$ cat src/rtl/block_stack_pkg.sv
// Shared types, widths and helpers for the block-stacking game row controller.
package block_stack_pkg;

    localparam int unsigned POS_W  = 9;
    localparam int unsigned SIZE_W = 4;

    typedef enum logic [2:0] {
        IDLE,
        MOVE,
        STOP1,
        STOP2,
        COMMIT,
        OVER,
        WON
    } state_e;

    localparam logic DIR_RIGHT = 1'b0;
    localparam logic DIR_LEFT  = 1'b1;

    // Inclusive right pixel of a block; computed one bit wider so the span cannot wrap.
    function automatic logic [POS_W-1:0] block_end(input logic [POS_W-1:0]  start,
                                                   input logic [SIZE_W-1:0] size,
                                                   input int unsigned       unit_log2);
        logic [POS_W:0] span;
        span = {1'b0, start} + ({{(POS_W + 1 - SIZE_W){1'b0}}, size} << unit_log2)
               - {{POS_W{1'b0}}, 1'b1};
        return span[POS_W-1:0];
    endfunction

endpackage

$ cat src/rtl/step_timer.sv
// Free-running tick generator: one tick every period_i enabled cycles, clearable.
module step_timer (
    input  logic        clk,
    input  logic        resetn,
    input  logic        clear_i,
    input  logic        enable_i,
    input  logic [23:0] period_i,
    output logic        tick_o
);

    logic [23:0] count_q, count_d;
    logic        at_end;

    assign at_end = (count_q >= period_i - 24'd1);

    always_comb begin
        count_d = count_q;
        tick_o  = 1'b0;
        if (clear_i) begin
            count_d = '0;
        end else if (enable_i) begin
            if (at_end) begin
                tick_o  = 1'b1;
                count_d = '0;
            end else begin
                count_d = count_q + 24'd1;
            end
        end
    end

    always_ff @(posedge clk) begin
        if (!resetn) begin
            count_q <= '0;
        end else begin
            count_q <= count_d;
        end
    end

endmodule

$ cat src/rtl/block_row_controller.sv
// Moves the current block, hands it to the intersection checker on stop, and
// commits the trimmed overlap as the new previous row.
module block_row_controller
    import block_stack_pkg::*;
#(
    parameter logic [8:0]  X_MIN          = 9'd8,
    parameter logic [8:0]  X_MAX          = 9'd311,
    parameter int unsigned UNIT_LOG2      = 3,
    parameter logic [3:0]  INIT_SIZE      = 4'd3,
    parameter logic [3:0]  ROWS           = 4'd12,
    parameter logic [23:0] TICKS_PER_STEP = 24'd2_500_000,
    parameter logic [23:0] SPEEDUP        = 24'd100_000
) (
    input  logic       clk,
    input  logic       resetn,
    input  logic       start_game,
    input  logic       stop_btn,
    input  logic       intersect_true,
    output logic       stop_true,
    output logic [8:0] curr_block_start,
    output logic [8:0] curr_block_end,
    output logic [3:0] curr_block_size,
    output logic [8:0] prev_block_start,
    output logic [8:0] prev_block_end,
    output logic [3:0] prev_block_size,
    output logic [3:0] row,
    output logic       draw_req,
    output logic       game_over,
    output logic       game_won
);

    localparam logic [POS_W:0] UNIT = (POS_W + 1)'(1 << UNIT_LOG2);

    state_e             state_q, state_d;
    logic               dir_q, dir_d;
    logic [POS_W-1:0]   curr_start_q, curr_start_d;
    logic [POS_W-1:0]   curr_end_q, curr_end_d;
    logic [SIZE_W-1:0]  curr_size_q, curr_size_d;
    logic [POS_W-1:0]   prev_start_q, prev_start_d;
    logic [POS_W-1:0]   prev_end_q, prev_end_d;
    logic [SIZE_W-1:0]  prev_size_q, prev_size_d;
    logic [3:0]         row_q, row_d;
    logic               over_q, over_d;
    logic               won_q, won_d;

    logic               tick;
    logic               timer_clear;
    logic [23:0]        period;
    logic [27:0]        slow_prod;
    logic [28:0]        period_diff;

    logic [POS_W:0]     end_plus;
    logic [POS_W:0]     start_plus;
    logic [POS_W:0]     start_minus;
    logic               can_right;
    logic               can_left;

    logic               no_prev;
    logic [POS_W-1:0]   new_end;
    logic [POS_W:0]     new_span;
    logic [POS_W:0]     new_units;
    logic [SIZE_W-1:0]  new_size;
    logic               unused_bits;

    // Period shrinks per row; a negative or tiny result saturates at the floor of 4.
    assign slow_prod   = 28'(row_q) * 28'(SPEEDUP);
    assign period_diff = {5'd0, TICKS_PER_STEP} - {1'b0, slow_prod};
    assign period      = (period_diff[28] || (period_diff[27:0] < 28'd4)) ? 24'd4
                                                                          : period_diff[23:0];

    step_timer u_step_timer (
        .clk      (clk),
        .resetn   (resetn),
        .clear_i  (timer_clear),
        .enable_i (state_q == MOVE),
        .period_i (period),
        .tick_o   (tick)
    );

    assign end_plus    = {1'b0, curr_end_q} + UNIT;
    assign start_plus  = {1'b0, curr_start_q} + UNIT;
    assign start_minus = {1'b0, curr_start_q} - UNIT;
    assign can_right   = (end_plus <= {1'b0, X_MAX});
    assign can_left    = ({1'b0, curr_start_q} >= ({1'b0, X_MIN} + UNIT));

    assign no_prev   = (prev_start_q == '0) && (prev_end_q == '0);
    assign new_end   = (no_prev || (curr_end_q < prev_end_q)) ? curr_end_q : prev_end_q;
    assign new_span  = {1'b0, new_end} - {1'b0, curr_start_q} + {{POS_W{1'b0}}, 1'b1};
    assign new_units = new_span >> UNIT_LOG2;
    assign new_size  = new_units[SIZE_W-1:0];

    assign unused_bits = ^{new_units[POS_W:SIZE_W], period_diff[27:24]};

    always_comb begin
        state_d      = state_q;
        dir_d        = dir_q;
        curr_start_d = curr_start_q;
        curr_end_d   = curr_end_q;
        curr_size_d  = curr_size_q;
        prev_start_d = prev_start_q;
        prev_end_d   = prev_end_q;
        prev_size_d  = prev_size_q;
        row_d        = row_q;
        over_d       = over_q;
        won_d        = won_q;
        timer_clear  = 1'b0;

        unique case (state_q)
            IDLE, OVER, WON: begin
                if (start_game) begin
                    curr_start_d = X_MIN;
                    curr_size_d  = INIT_SIZE;
                    curr_end_d   = block_end(X_MIN, INIT_SIZE, UNIT_LOG2);
                    prev_start_d = '0;
                    prev_end_d   = '0;
                    prev_size_d  = '0;
                    row_d        = '0;
                    dir_d        = DIR_RIGHT;
                    over_d       = 1'b0;
                    won_d        = 1'b0;
                    timer_clear  = 1'b1;
                    state_d      = MOVE;
                end
            end
            MOVE: begin
                // A stop that lands on a tick wins; the block freezes where it was.
                if (stop_btn) begin
                    state_d = STOP1;
                end else if (tick) begin
                    if (dir_q == DIR_RIGHT) begin
                        if (can_right) begin
                            curr_start_d = start_plus[POS_W-1:0];
                        end else if (can_left) begin
                            dir_d        = DIR_LEFT;
                            curr_start_d = start_minus[POS_W-1:0];
                        end
                    end else begin
                        if (can_left) begin
                            curr_start_d = start_minus[POS_W-1:0];
                        end else if (can_right) begin
                            dir_d        = DIR_RIGHT;
                            curr_start_d = start_plus[POS_W-1:0];
                        end
                    end
                    curr_end_d = block_end(curr_start_d, curr_size_q, UNIT_LOG2);
                end
            end
            STOP1: begin
                state_d = STOP2;
            end
            STOP2: begin
                if (intersect_true) begin
                    state_d = COMMIT;
                end else begin
                    over_d  = 1'b1;
                    state_d = OVER;
                end
            end
            COMMIT: begin
                prev_start_d = curr_start_q;
                prev_end_d   = new_end;
                prev_size_d  = new_size;
                row_d        = row_q + 4'd1;
                if ((row_q + 4'd1) == ROWS) begin
                    won_d   = 1'b1;
                    state_d = WON;
                end else begin
                    curr_size_d  = new_size;
                    curr_start_d = X_MIN;
                    curr_end_d   = block_end(X_MIN, new_size, UNIT_LOG2);
                    dir_d        = DIR_RIGHT;
                    timer_clear  = 1'b1;
                    state_d      = MOVE;
                end
            end
            default: begin
                state_d = IDLE;
            end
        endcase
    end

    always_ff @(posedge clk) begin
        if (!resetn) begin
            state_q      <= IDLE;
            dir_q        <= DIR_RIGHT;
            curr_start_q <= '0;
            curr_end_q   <= '0;
            curr_size_q  <= '0;
            prev_start_q <= '0;
            prev_end_q   <= '0;
            prev_size_q  <= '0;
            row_q        <= '0;
            over_q       <= 1'b0;
            won_q        <= 1'b0;
        end else begin
            state_q      <= state_d;
            dir_q        <= dir_d;
            curr_start_q <= curr_start_d;
            curr_end_q   <= curr_end_d;
            curr_size_q  <= curr_size_d;
            prev_start_q <= prev_start_d;
            prev_end_q   <= prev_end_d;
            prev_size_q  <= prev_size_d;
            row_q        <= row_d;
            over_q       <= over_d;
            won_q        <= won_d;
        end
    end

    assign stop_true        = (state_q == STOP1) || (state_q == STOP2);
    assign draw_req         = (state_q == COMMIT);
    assign curr_block_start = curr_start_q;
    assign curr_block_end   = curr_end_q;
    assign curr_block_size  = curr_size_q;
    assign prev_block_start = prev_start_q;
    assign prev_block_end   = prev_end_q;
    assign prev_block_size  = prev_size_q;
    assign row              = row_q;
    assign game_over        = over_q;
    assign game_won         = won_q;

endmodule

$ cat config.mk
export PLATFORM = sky130hd
export DESIGN_NAME = block_row_controller
export DESIGN_NICKNAME = d
export VERILOG_FILES = /design/src/rtl/block_stack_pkg.sv /design/src/rtl/step_timer.sv /design/src/rtl/block_row_controller.sv
export SDC_FILE = /design/constraint.sdc
export NUM_CORES = 1
export LEC_CHECK = 0
export CORE_MARGIN = 4
export CORE_UTILIZATION = 40
export CTS_BUF_LIST = sky130_fd_sc_hd__clkbuf_4
export CTS_CLUSTER_SIZE = 24
export DETAILED_ROUTE_END_ITERATION = 8
export SYNTH_ARGS = -nofsm -noshare
export SYNTH_HDL_FRONTEND = slang
export SYNTH_SLANG_ARGS = --single-unit
$ cat constraint.sdc
create_clock -name clk -period 5.47 [get_ports clk]
set_input_delay 1.3675 -clock clk [delete_from_list [all_inputs] [get_ports clk]]
set_output_delay 1.3675 -clock clk [all_outputs]
set_load 0.02 [all_outputs]
; Word level (Yosys, flattened, before mapping)
; Index checks and enable logic that the tools add are counted.
[classes]
n_shift = 0
magnitude_cmp = 5
eq_ne = 14
bitwise_logic = 1
n_mul = 1
muxes = 55
addsub = 13
n_div = 0
n_reduce_logical = 18
[op_table]
columns = op, n
row1 = two-way mux 9 bit, 18
row2 = one-hot mux 9 bit (3 select lines), 2
row3 = two-way mux 24 bit, 2
row4 = one-hot mux 9 bit (2 select lines), 2
row5 = "less-than comparator 28 x 3 -> 1 bit, second input constant", 1
row6 = "adder 24 x 1 -> 24 bit, second input constant", 1
row7 = greater-or-equal comparator 24 bit, 1
row8 = one-hot mux 4 bit (2 select lines), 3
row9 = "subtractor 24 x 1 -> 24 bit, second input constant", 1
row10 = "subtractor 22 x 21 -> 23 bit, first input constant", 1
row11 = logical NOT 9 bit, 2
row12 = two-way mux 1 bit, 17
row13 = "multiplier 4 x 12 -> 16 bit, second input constant", 1
row14 = one-hot mux 3 bit (5 select lines), 1
row15 = two-way mux 4 bit, 3
row16 = "!= test 2 bit, second input constant", 6
row17 = "adder 9 x 4 -> 10 bit, second input constant", 1
row18 = "less-or-equal comparator 10 x 9 -> 1 bit, second input constant", 1
row19 = "adder 9 x 4 -> 9 bit, second input constant", 1
row20 = adder 9 x 7 -> 9 bit, 1
row21 = "== test 3 bit, second input constant", 3
row22 = "greater-or-equal comparator 9 x 5 -> 1 bit, second input constant", 1
row23 = less-than comparator 9 bit, 1
row24 = two-way mux 3 bit, 3
row25 = 24 further kinds, 33
[totals]
register_bits = 78
latch_bits = 0
n_memories = 0
ramBits = 0
word_cells = 119
out_inout_bits = 52
rom_bits = 0

; Logic depth before layout (Yosys ltp)
; Gate-level depths: netlist (run 1).
[depth]
word_depth = 18
ltp_mapped = 25
mapped_depth_nobuf = 23

; Modules after synthesis
; A second synthesis (run 1) with hierarchy kept.
[unflattened]
cells_unflattened = 739
hier_area_um2 = 5819.3
[modules_own_cells]
columns = mod, n_inst, cells_per_inst, area_each_um2, seq_area_each_um2
row1 = block_row_controller, 1, 481, 3759.9, 960.9
row2 = step_timer, 1, 258, 2059.5, 480.5

; Worst setup path before layout (run 1)
; Ideal clock, no wire load.
[synth_timing]
path_type = reg-to-reg
start = reg row_q[3], in the netlist row[3]
end = reg curr_end_q[5], in the netlist curr_block_end[5]
n_path_buf = 2
setup_time_ps = 132
required_time_ps = 5338
setup_slack_ps = -200
synth_period_minus_slack_ps = 5670
arrival_time_ps = 5538
path_stages_with_launch = 25
cell_sequence = dfxtp_1 > ha_1 > xor2_1 > ha_1 > a21o_1 > ha_1 > buf_6 > a311o_1 > a32oi_2 > o21ai_2 > a2111oi_4 > xnor2_1 > or3b_4 > xor2_1 > ha_1 > a21o_1 > a21o_1 > a211o_1 > o211ai_1 > a21oi_1 > a211oi_2 > o21ai_0 > clkbuf_1 > o21ai_0 > a21oi_1
[synth_between]
elab_chain_cells = 12
[synth_rtl]
columns = item, line_no
row1 = from (decl), block_row_controller.sv:42  ; logic [3:0] row_q, row_d;
row2 = from (signal assigned), block_row_controller.sv:204  ; row_q <= row_d;
row3 = multiplier 4 x 12 -> 16 bit, block_row_controller.sv:66  ; assign slow_prod = 28'(row_q) * 28'(SPEEDUP);
row4 = subtractor 22 x 21 -> 23 bit, block_row_controller.sv:67  ; assign period_diff = {5'd0, TICKS_PER_STEP} - {1'b0, slow_prod};
row5 = less-than comparator 28 x 3 -> 1 bit, block_row_controller.sv:68  ; assign period = (period_diff[28] || (period_diff[27:0] < 28'd4)) ? 24'd4
row6 = logical OR 1 bit, block_row_controller.sv:68
row7 = two-way mux 24 bit, block_row_controller.sv:68
row8 = subtractor 24 x 1 -> 24 bit, step_timer.sv:14  ; assign at_end = (count_q >= period_i - 24'd1);
row9 = greater-or-equal comparator 24 bit, step_timer.sv:14
row10 = two-way mux 1 bit, step_timer.sv:22  ; if (at_end) begin
row11 = two-way mux 1 bit, step_timer.sv:21  ; end else if (enable_i) begin
row12 = two-way mux 1 bit, step_timer.sv:19  ; if (clear_i) begin
row13 = != test 2 bit (no line), --
row14 = AND reduction 5 bit (no line) *, --
row15 = to (signal assigned), block_row_controller.sv:199  ; curr_end_q <= curr_end_d;
row16 = to (decl), block_row_controller.sv:37  ; logic [POS_W-1:0] curr_end_q, curr_end_d;
; Every way passes the cells marked *; elsewhere a longest branch is shown, timed or not.
; A chain may end at the register's enable or synchronous reset.

; Worst setup path in the final report (run 1)
[layout_timing]
start = reg row_q[3], in the netlist row[3]
end = reg u_step_timer.count_q[18]
[layout_between]
elab_chain_cells = 8
[layout_rtl]
columns = item, line_no
row1 = multiplier 4 x 12 -> 16 bit, block_row_controller.sv:66
row2 = subtractor 22 x 21 -> 23 bit, block_row_controller.sv:67
row3 = less-than comparator 28 x 3 -> 1 bit, block_row_controller.sv:68
row4 = logical OR 1 bit, block_row_controller.sv:68
row5 = two-way mux 24 bit, block_row_controller.sv:68
row6 = subtractor 24 x 1 -> 24 bit, step_timer.sv:14
row7 = greater-or-equal comparator 24 bit, step_timer.sv:14
row8 = two-way mux 24 bit, step_timer.sv:22
row9 = to (signal assigned), step_timer.sv:35  ; count_q <= count_d;
row10 = to (decl), step_timer.sv:11  ; logic [23:0] count_q, count_d;
; Parallel ways exist; a longest one is shown, timed or not.

==> results of run 1 <==
## layer usage
metal	track usage [%]	routed length [um]
met1	23.9	7300
met2	34.5	8460
met3	4.13	786
met5	0	0
met4	6.78	340
## kinds of logic after synthesis
| family | after synthesis |
|---|---|
| simple gates | 248 |
| other cells | 2 |
| fa+ha+maj | 73 |
| buf+inv | 81 |
| xor+xnor | 68 |
| mux | 8 |
| flops | 72 |
| compound gates | 181 |
## area by class of cell
class,instances,area share (%)
Antenna cell,1,0.0342
Clock buffer,11,1.13
Clock inverter,5,0.325
Inverter,44,2.26
Multi-Input combinational cell,588,60.6
Sequential cell,72,19.8
Tap cell,184,3.14
Timing Repair Buffer,97,12.7
## through the flow
step | std cells | hold WS, ns | util [%] | total power, mW | setup TNS (ns)
global placement | 976 | 0.455 | 47.1 | 0.865 | -0.0176
global route | 1001 | 0.517 | 50.4 | 1.26 | -6.06
detailed placement | 976 | 0.461 | 47.1 | 0.871 | -0.210
finish | 1002 | 0.473 | 50.4 | 1.19 | 0
CTS | 995 | 0.479 | 48.0 | 1.17 | 0
floorplan | 741 | 0.472 | - | 0.774 | -0.0156
## worst min-delay path, cell delays in order, from the launching register on
cell      delay [ns]
dfxtp_1         0.33
nand2_1         0.04
a21boi_0        0.06
## cell usage after synthesis (all sizes together), types with 8 or more instances
library cell,count,area [um2]
clkbuf,30,113
xnor2,38,340
nor4,8,50.1
nand3,25,125
a21oi,31,155
a22oi,17,128
dfxtp,72,1440
nand4,11,68.8
nor3,10,60.1
xor2,30,263
and2,8,50.1
a21o,20,150
nor2,59,221
o21ai,34,178
a21boi,10,75.1
nand2,64,240
mux2i,8,80.1
nor2b,25,156
and3,17,106
ha,70,876
inv,43,161
## worst min path at each step
stage                                       start                 endpoint  slack, ns  cells past startpoint
after floorplan           u_step_timer.count_q[1]  u_step_timer.count_q[1]       0.47                      2
after global placement         prev_block_size[3]       prev_block_size[3]       0.46                      2
after detailed placement       prev_block_size[3]       prev_block_size[3]       0.46                      2
after CTS                      prev_block_size[3]       prev_block_size[3]       0.48                      2
after global routing           prev_block_size[3]       prev_block_size[3]       0.52                      2
final                          prev_block_size[3]       prev_block_size[3]       0.47                      2
## registers in the layout (all words and copies together), names as in the netlist, 3 cells and up
register	cells
prev_block_end	9
row	4
curr_block_start	6
curr_block_size	4
state_q	3
prev_block_start	7
prev_block_size	4
curr_block_end	8
u_step_timer.count_q	24
## repair_timing
item,in CTS,in global routing
cloned,0,4
setup buffers,3,2
hold buffers,0,0
gates resized for setup,1,73
pin swaps,1,45
setup endpoints to repair,7,39
## power groups by stage
stage	Combinational [mW]	Clock (mW)	Sequential [mW]
3_5_place_dp	0.292	0	0.579
6_report	0.323	0.300	0.567
4_1_cts	0.295	0.313	0.567
3_3_place_gp	0.286	0	0.579
5_1_grt	0.353	0.332	0.570
2_1_floorplan	0.198	0	0.576
==> reports/results.ini, run 1 <==
[clocking]
cts-root-buf=clkbuf_4
cts_tree=done
path_clk_slew_ns=0.12
cts_max_level=3
cts-buffers-inserted=9
cts.path.max_buffers=2
insertion_delay_ns=0.47
cts_sinks=72

[global_route]
grt_first_pass_wirelength_um=26900
grt_use_total_pct=19.7
first_global_vias=5472
antenna_found_initial=0
grt_max_degree=53
grt-ovfl-total=0

[timing]
worst_slew_pin_slew_ns=0.811
finalSetupViolCount=0
drv_slew=0
finalCritPeriodShare_pct=99.6
worst_slack_ns=0.0193
hold_viol_final=0
fmax_ghz=0.183
period_needed_ns=5.45
relSlewSlack_pct=46.0
skew_ns=0.0232
rsz0062_at_grt=true

[finish]
syn_to_final_growth_pct=23.5
nNetsFinal=888
layout_commonest_cell=dfxtp_1
multiInputGateArea_um2=4440
drive_gt1_share_pct=14.2
regArea_um2=1450
layout_common_cells=dfxtp_1 (69), nand2_1 (64), ha_1 (64), clkdlybuf4s50_1 (53), inv_1 (43)
nFillCells=1388
finish.instance_area_um2=7320

[setup_path]
cp.required_ns=5.87
cp_common_cell=a21o_1
path_class=reg -> reg
r2r_cells=24
crit_end=u_step_timer.count_q[18]
start_kind=flip-flop
startpoint=row[3]
worstPathMaxFanout=6
crit_path_end_kind=flip-flop
crit_family=compound AO/OA/AOI/OAI gates
worst-path-buf-inv=3
cp.depth=24
cp.arrival_ns=5.85
path_cells=ha_4, xor2_1, ha_2, a21o_1, ha_4, a311o_1, a32oi_2, o21ai_2, a2111oi_4, xnor2_2, or3b_4, xor2_1, ha_1, a21o_1, a21o_1, a211o_1, o211ai_1, a21oi_1, a211oi_2, buf_4, buf_6, o21ai_4, clkbuf_16, nor2_4
rr_startpoint=row[3]
max_stage_delay_ns=0.46
timing.rr.end=u_step_timer.count_q[18]
reg2reg_setup_slack_ns=0.02
cp_slowest_cell=a2111oi_4

[synth]
async_flop_share_pct=0
synth-adder-area-share_pct=15.4
synth-seq-cells=72
ys_warn_count=0
synth_compound_area_share_pct=22.2
ys_seq_area_share_pct=24.3
syn_avg_cell_area_um2=8.09
synth-simple-area-share_pct=20.8
synth_top_family_by_area=compound AO/OA/AOI/OAI gates
synth-xor-area-share_pct=10.2
syn_inst=733
synth_mux_area_share_pct=1.35
ys.flop_type=dfxtp_1
synth_cell_types=78
synth_edf_count=0
synth.cell_area_um2=5930

[run]
cap_violations=0

[die]
die_w_um=130
die_h_um=130
die-area_um2=16800
rows=44
io_pins=57
start_util_pct=40.8
core_um2=14500

[routing]
drt_iter0_drc=392
ant_nets=0
drc=0
dr.pass1.iters=6
routed_via_density=5.66
finalWirelength_um=16900
dr_total_vias=5670
wl_per_cell_um=16.9

[placement]
globalplace.congestion=0.890
pre_cts_slack_ns=-0.101
dpl.hpwl_um=12100
io_buffers=53
post_dp_cell_area_um2=6840

[pwr]
vdd_ir_drop_max_uv=95.9
power.density_nw_per_um2=162
clkPwrFrac_pct=25.2
power_leakage_nw=3.02
seq_power_share_pct=47.6
swShare_pct=35.4
p_int_uw=769
combPwrFrac_pct=27.2
p_switching_uw=421

[status]
status=completed

[min_path]
hold_class=reg -> reg

Note: power is estimated with default switching activity, not from simulation.
==> run 2, diff against run 1 <==
--- a/config.mk
+++ b/config.mk
@@ -5,7 +5,7 @@
 export SDC_FILE = /design/constraint.sdc
 export NUM_CORES = 1
 export LEC_CHECK = 0
-export CORE_MARGIN = 4
+export CORE_MARGIN = 2
 export CORE_UTILIZATION = 40
 export CTS_BUF_LIST = sky130_fd_sc_hd__clkbuf_4
 export CTS_CLUSTER_SIZE = 24
==> run 2 against run 1 <==
First-iteration DRC count fell by 7.7%; utilization fell by 0.095 points; via count fell by 0.18%; sequential power barely moved; cell area fell by 0.19%; clock power barely moved; clock skew fell by 0.0081 ns; critical path type unchanged; largest power group unchanged; highest routed layer unchanged.
==> reports/results.ini, run 2 (synthesis results as in run 1) <==
[setup_path]
path_class=reg -> reg
cp.required_ns=5.86  ; about the same
cp.arrival_ns=5.78  ; -0.07 ns
crit_path_end_kind=flip-flop
worstPathMaxFanout=8  ; +2
start_kind=flip-flop

[run]
cap_violations=0  ; unchanged

[min_path]
hold_class=reg -> reg

[finish]
n_antenna_cell=0  ; -1
largest_reg_flops=24  ; unchanged
layout_commonest_cell=dfxtp_1
layout_common_cells=dfxtp_1 (69), nand2_1 (64), ha_1 (63), clkdlybuf4s50_1 (53), inv_1 (43)
fin_cells=997  ; -0.50%
syn_to_final_growth_pct=23.3
drive_gt1_share_pct=14.0  ; -0.18 points
nNetsFinal=884  ; -0.45%
largest-register=u_step_timer.count_q

[routing]
ant_nets=0  ; unchanged
routed_via_density=5.68  ; +0.32%
drt_iter0_drc=362  ; -7.7%
dr_total_vias=5660  ; -0.18%
dr.pass1.iters=7  ; +1
wl_per_cell_um=17.0  ; +1.1%
finalWirelength_um=17000  ; +0.62%
drc=0  ; unchanged

[global_route]
grt_max_degree=52  ; -1.9%
grt_use_total_pct=20.9  ; +1.2 points
grt-ovfl-total=0  ; unchanged
grt_first_pass_wirelength_um=27300  ; +1.6%
first_global_vias=5492  ; +0.37%
antenna_found_initial=0  ; unchanged

[timing]
hold_viol_final=0  ; unchanged
rsz0062_at_grt=true
worst_slew_pin_slew_ns=0.739  ; -0.0714 ns
final.setup.tns_ns=0  ; unchanged
period_needed_ns=5.40  ; -0.0523 ns
relSlewSlack_pct=50.5  ; +4.5 points
fmax_ghz=0.185  ; +0.97%
finalSetupViolCount=0  ; unchanged
worst_slack_ns=0.0716  ; +0.0523 ns
finalCritPeriodShare_pct=98.7  ; -0.96 points
skew_ns=0.0152  ; -0.00806 ns
drv_slew=0  ; unchanged

[clocking]
cts_max_level=3  ; unchanged
insertion_delay_ns=0.44  ; -0.03 ns
cts_tree=done
cts-root-buf=clkbuf_4
cts.path.max_buffers=2  ; unchanged
path_clk_slew_ns=0.12  ; about the same
cts-buffers-inserted=9  ; unchanged
cts_sinks=72  ; unchanged

[die]
io_pins=57  ; unchanged
core_um2=14500  ; unchanged
rows=44  ; unchanged
die-area_um2=15800  ; -6.1%
die_w_um=126  ; -3.1%
start_util_pct=40.8  ; unchanged
die_h_um=126  ; -3.1%

[placement]
globalplace.congestion=0.945  ; +6.2%
dpl.hpwl_um=12100  ; about the same
place_inst=964  ; -1.2%
io_buffers=53  ; unchanged
pre_cts_slack_ns=-0.237  ; -0.136 ns

[pwr]
power.density_nw_per_um2=162  ; -0.32%
vdd_ir_drop_max_uv=118  ; +23%
power_leakage_nw=3.02  ; -0.15%

[status]
status=completed

==> run 2: cell types whose count changed in the layout (fill, tap and decap cells not counted), moves of 2 or more <==
cell      delta
a21boi_0     +3
nor2_2       +2
o21ai_1      -3
nor2_4       -5
a21boi_1     -3
buf_6        -4
o21ai_0      +3
nor2_1       +3
clkinv_1     -2
ha_4         +2
==> run 2: power breakdown <==
group          internal, mW  switching (mW)  total (mW)
Clock                 0.106           0.194       0.300
Sequential            0.537          0.0322       0.569
Combinational         0.129           0.185       0.314
Total                 0.772           0.412        1.18
==> run 2: layer usage <==
layer | GRT usage (%) | wire length, um | vias to the layer above | part of all wire [%]
li1 | - | - | 2761 | -
met1 | 25.8 | 7430 | 2723 | 44
met2 | 36.9 | 8450 | 149 | 50
met3 | 4.04 | 740 | 27 | 4.4
met4 | 6.27 | 362 | 0 | 2.1
met5 | 0 | 0 | - | 0
==> run 2: timing repair <==
| item | 4_1_cts | 5_1_grt |
|---|---|---|
| gates resized for setup | 6 | 54 |
| setup endpoints to repair | 11 | 38 |
| pin swaps | 3 | 37 |
| hold buffers | 0 | 0 |
| setup buffers | 4 | 10 |
| gates cloned | 0 | 3 |
==> run 2: final timing paths <==
kind | start | endpoint | slack (ns) | cells past startpoint
worst max register to register | row[1] | curr_block_start[6] | 0.07 | 24
worst min-delay path | prev_block_size[3] | prev_block_size[3] | 0.47 | 2
worst max-delay path | row[1] | curr_block_start[6] | 0.07 | 24
worst min register to register | prev_block_size[3] | prev_block_size[3] | 0.47 | 2
==> run 2: area by class of cell <==
class	instances	area (um2)
fillers	1448	7220
multi-input cells	588	4470
flip-flops and latches	72	1450
repair buffers	93	885
well taps	184	230
inverters	44	165
clock buffers	12	90.1
clock inverters	4	21.3
==> run 2: stage by stage <==
step	hold WS (ns)	util [%]	power [mW]	cell area, um2
4_1_cts	0.475	47.7	1.18	6930
6_report	0.470	50.3	1.18	7310
5_1_grt	0.506	50.3	1.25	7310
2_1_floorplan	0.472	-	0.774	5970
3_5_place_dp	0.458	46.4	0.871	6750
3_3_place_gp	0.454	46.4	0.862	6750
==> run 2: critical path: stages (launching register included) <==
cell	delay, ns
dfxtp_4	0.38
ha_4	0.16
xor2_1	0.15
ha_2	0.17
a21o_1	0.18
ha_4	0.30
buf_6	0.13
nand4_1	0.13
a32oi_2	0.35
o21ai_4	0.13
a2111oi_4	0.40
xnor2_2	0.17
or3b_4	0.44
xor2_1	0.16
ha_1	0.32
a21o_1	0.17
a21o_1	0.17
a211o_1	0.24
o211ai_1	0.08
a21oi_1	0.10
a211oi_2	0.24
buf_4	0.20
nor2_4	0.07
or3_1	0.37
a21boi_1	0.12
==> run 3, diff against run 2 <==
--- a/config.mk
+++ b/config.mk
@@ -10,6 +10,7 @@
 export CTS_BUF_LIST = sky130_fd_sc_hd__clkbuf_4
 export CTS_CLUSTER_SIZE = 24
 export DETAILED_ROUTE_END_ITERATION = 8
+export SLEW_MARGIN = 20
 export SYNTH_ARGS = -nofsm -noshare
 export SYNTH_HDL_FRONTEND = slang
 export SYNTH_SLANG_ARGS = --single-unit
==> constraint.sdc (replaced) <==
create_clock -name clk -period 6.22 [get_ports clk]
set_input_delay 1.555 -clock clk [delete_from_list [all_inputs] [get_ports clk]]
set_output_delay 1.555 -clock clk [all_outputs]
set_load 0.02 [all_outputs]
==> run 3 against run 2 <==
Count of clock-buffer cells in the layout fell by 2; critical path depth fell by 1; via count fell by 5.0%; combinational power fell by 19%; die area did not move; maximum frequency fell by 8.1%; sequential power fell by 12%; critical path type unchanged; critical endpoint unchanged; largest cell class unchanged.
==> reports/results.ini, run 3 (synthesis results as in run 1) <==
[timing]
drv_slew=0  ; unchanged
finalSetupViolCount=0  ; unchanged
worst_slew_pin_slew_ns=0.788  ; +0.0486 ns
final.setup.tns_ns=0  ; unchanged
skew_ns=0.0180  ; +0.00280 ns
rsz0062_at_grt=false
finalCritPeriodShare_pct=94.4  ; -4.3 points
fmax_ghz=0.170  ; -8.1%
hold_viol_final=0  ; unchanged
period_needed_ns=5.87  ; +0.474 ns
worst_slack_ns=0.348  ; +0.276 ns
relSlewSlack_pct=47.5  ; -3.0 points

[finish]
largest-register=u_step_timer.count_q
largest_reg_flops=24  ; unchanged
post-route-util_pct=46.5  ; -3.8 points
nFillCells=1456  ; +0.55%
nNetsFinal=852  ; -3.6%
n_antenna_cell=0  ; unchanged
layout_commonest_cell=ha_1
syn_to_final_growth_pct=14.1
drive_gt1_share_pct=6.15  ; -7.9 points
finish.instance_area_um2=6760  ; -7.5%
layout_common_cells=ha_1 (70), dfxtp_1 (69), nand2_1 (64), nor2_1 (57), clkdlybuf4s50_1 (53)

[placement]
pre_cts_slack_ns=0.170  ; +0.407 ns
post_dp_cell_area_um2=6610  ; -2.1%
dpl.hpwl_um=11800  ; -2.7%
io_buffers=53  ; unchanged
globalplace.congestion=0.877  ; -7.3%

[setup_path]
path_cells=ha_1, xor2_1, ha_1, a21o_1, ha_1, a311o_1, a32oi_2, o21ai_2, a2111oi_4, xnor2_2, or3b_4, xor2_1, ha_1, a21o_1, a21o_1, a211o_1, o211ai_1, a21oi_1, a211oi_2, buf_4, nor2_2, or3_1, a21boi_0
cp_slowest_cell=a2111oi_4
start_kind=flip-flop
worst-path-buf-inv=1  ; -1
max_stage_delay_ns=0.46  ; +0.02 ns
crit_path_end_kind=flip-flop
cp.arrival_ns=6.23  ; +0.45 ns
worstPathMaxFanout=10  ; +2
crit_family=compound AO/OA/AOI/OAI gates
path_class=reg -> reg
cp.required_ns=6.58  ; +0.72 ns
cp_common_cell=ha_1

[pwr]
total_power_mw=1.06  ; -10%
vdd_ir_drop_max_uv=80.5  ; -32%
power.density_nw_per_um2=157  ; -3.2%
power_leakage_nw=2.84  ; -5.9%

[clocking]
cts-buffers-inserted=9  ; unchanged
cts_tree=done
hold_buffers=0  ; unchanged
path_clk_slew_ns=0.12  ; about the same
cts.path.max_buffers=2  ; unchanged
insertion_delay_ns=0.44  ; about the same
cts_setup_buffers=0  ; -4
cts_sinks=72  ; unchanged
cts_resized=0  ; -6
cts_max_level=3  ; unchanged
cts-root-buf=clkbuf_4

[global_route]
busiest_layer=met2
grt-ovfl-total=0  ; unchanged
grt_first_pass_wirelength_um=25900  ; -5.1%
grt_max_degree=53  ; +1.9%
antenna_found_initial=0  ; unchanged
first_global_vias=5294  ; -3.6%
grt_util_met3_pct=4.80  ; +0.76 points
grt_use_met2_pct=33.9  ; -3.0 points
grt_use_total_pct=19.8  ; -1.1 points
gr-usage-met1_pct=24.4  ; -1.4 points

[die]
die_w_um=126  ; unchanged
die_h_um=126  ; unchanged
io_pins=57  ; unchanged
start_util_pct=40.8  ; unchanged
rows=44  ; unchanged
core_um2=14500  ; unchanged
die-area_um2=15800  ; unchanged

[routing]
drc=0  ; unchanged
ant_nets=0  ; unchanged
drt_iter0_drc=306  ; -15%
finalWirelength_um=15500  ; -8.7%
dr_total_vias=5376  ; -5.0%
routed_via_density=5.58  ; -1.8%
dr.pass1.iters=5  ; -2
wl_per_cell_um=16.1  ; -5.6%

[run]
cap_violations=0  ; unchanged

[min_path]
hold_class=reg -> reg

[status]
status=completed

-- run 3: through the flow --
stage | hold WS, ns | instances
3_3_place_gp | 0.459 | 949
4_1_cts | 0.478 | 964
2_1_floorplan | 0.472 | 741
3_5_place_dp | 0.460 | 949
5_1_grt | 0.505 | 964
6_report | 0.472 | 964
-- run 3: area by class of cell --
cell class,instances,area (um2),share of cell area [%]
clock buffers,10,75.1,1.11
clock inverters,5,58.8,0.869
inverters,44,165,2.44
multi-input cells,588,4200,62.1
flip-flops and latches,72,1450,21.4
well taps,184,230,3.40
repair buffers,61,591,8.73
-- run 3: final timing paths --
kind | slack, ns | to | start | cells after the start
min | 0.47 | prev_block_size[3] | prev_block_size[3] | 2
min reg2reg | 0.47 | prev_block_size[3] | prev_block_size[3] | 2
max | 0.35 | curr_block_start[6] | row[1] | 23
max reg2reg | 0.35 | curr_block_start[6] | row[1] | 23
-- run 3: worst min-delay path, stage by stage, from the launching register on --
cell and delay (ns):
dfxtp_1 0.33, nand2_1 0.05, a21boi_0 0.06
-- run 3: power by group --
group | internal (mW) | total, mW | switching, mW
Sequential | 0.473 | 0.501 | 0.0282
Clock | 0.125 | 0.304 | 0.180
Combinational | 0.104 | 0.254 | 0.150
Total | 0.702 | 1.06 | 0.358
-- run 3: metal layers --
metal / vias up / part of all wire [%]
li1: 2689 / -
met1: 2559 / 45
met2: 107 / 49
met3: 21 / 3.7
met4: 0 / 2.0
met5: - / 0
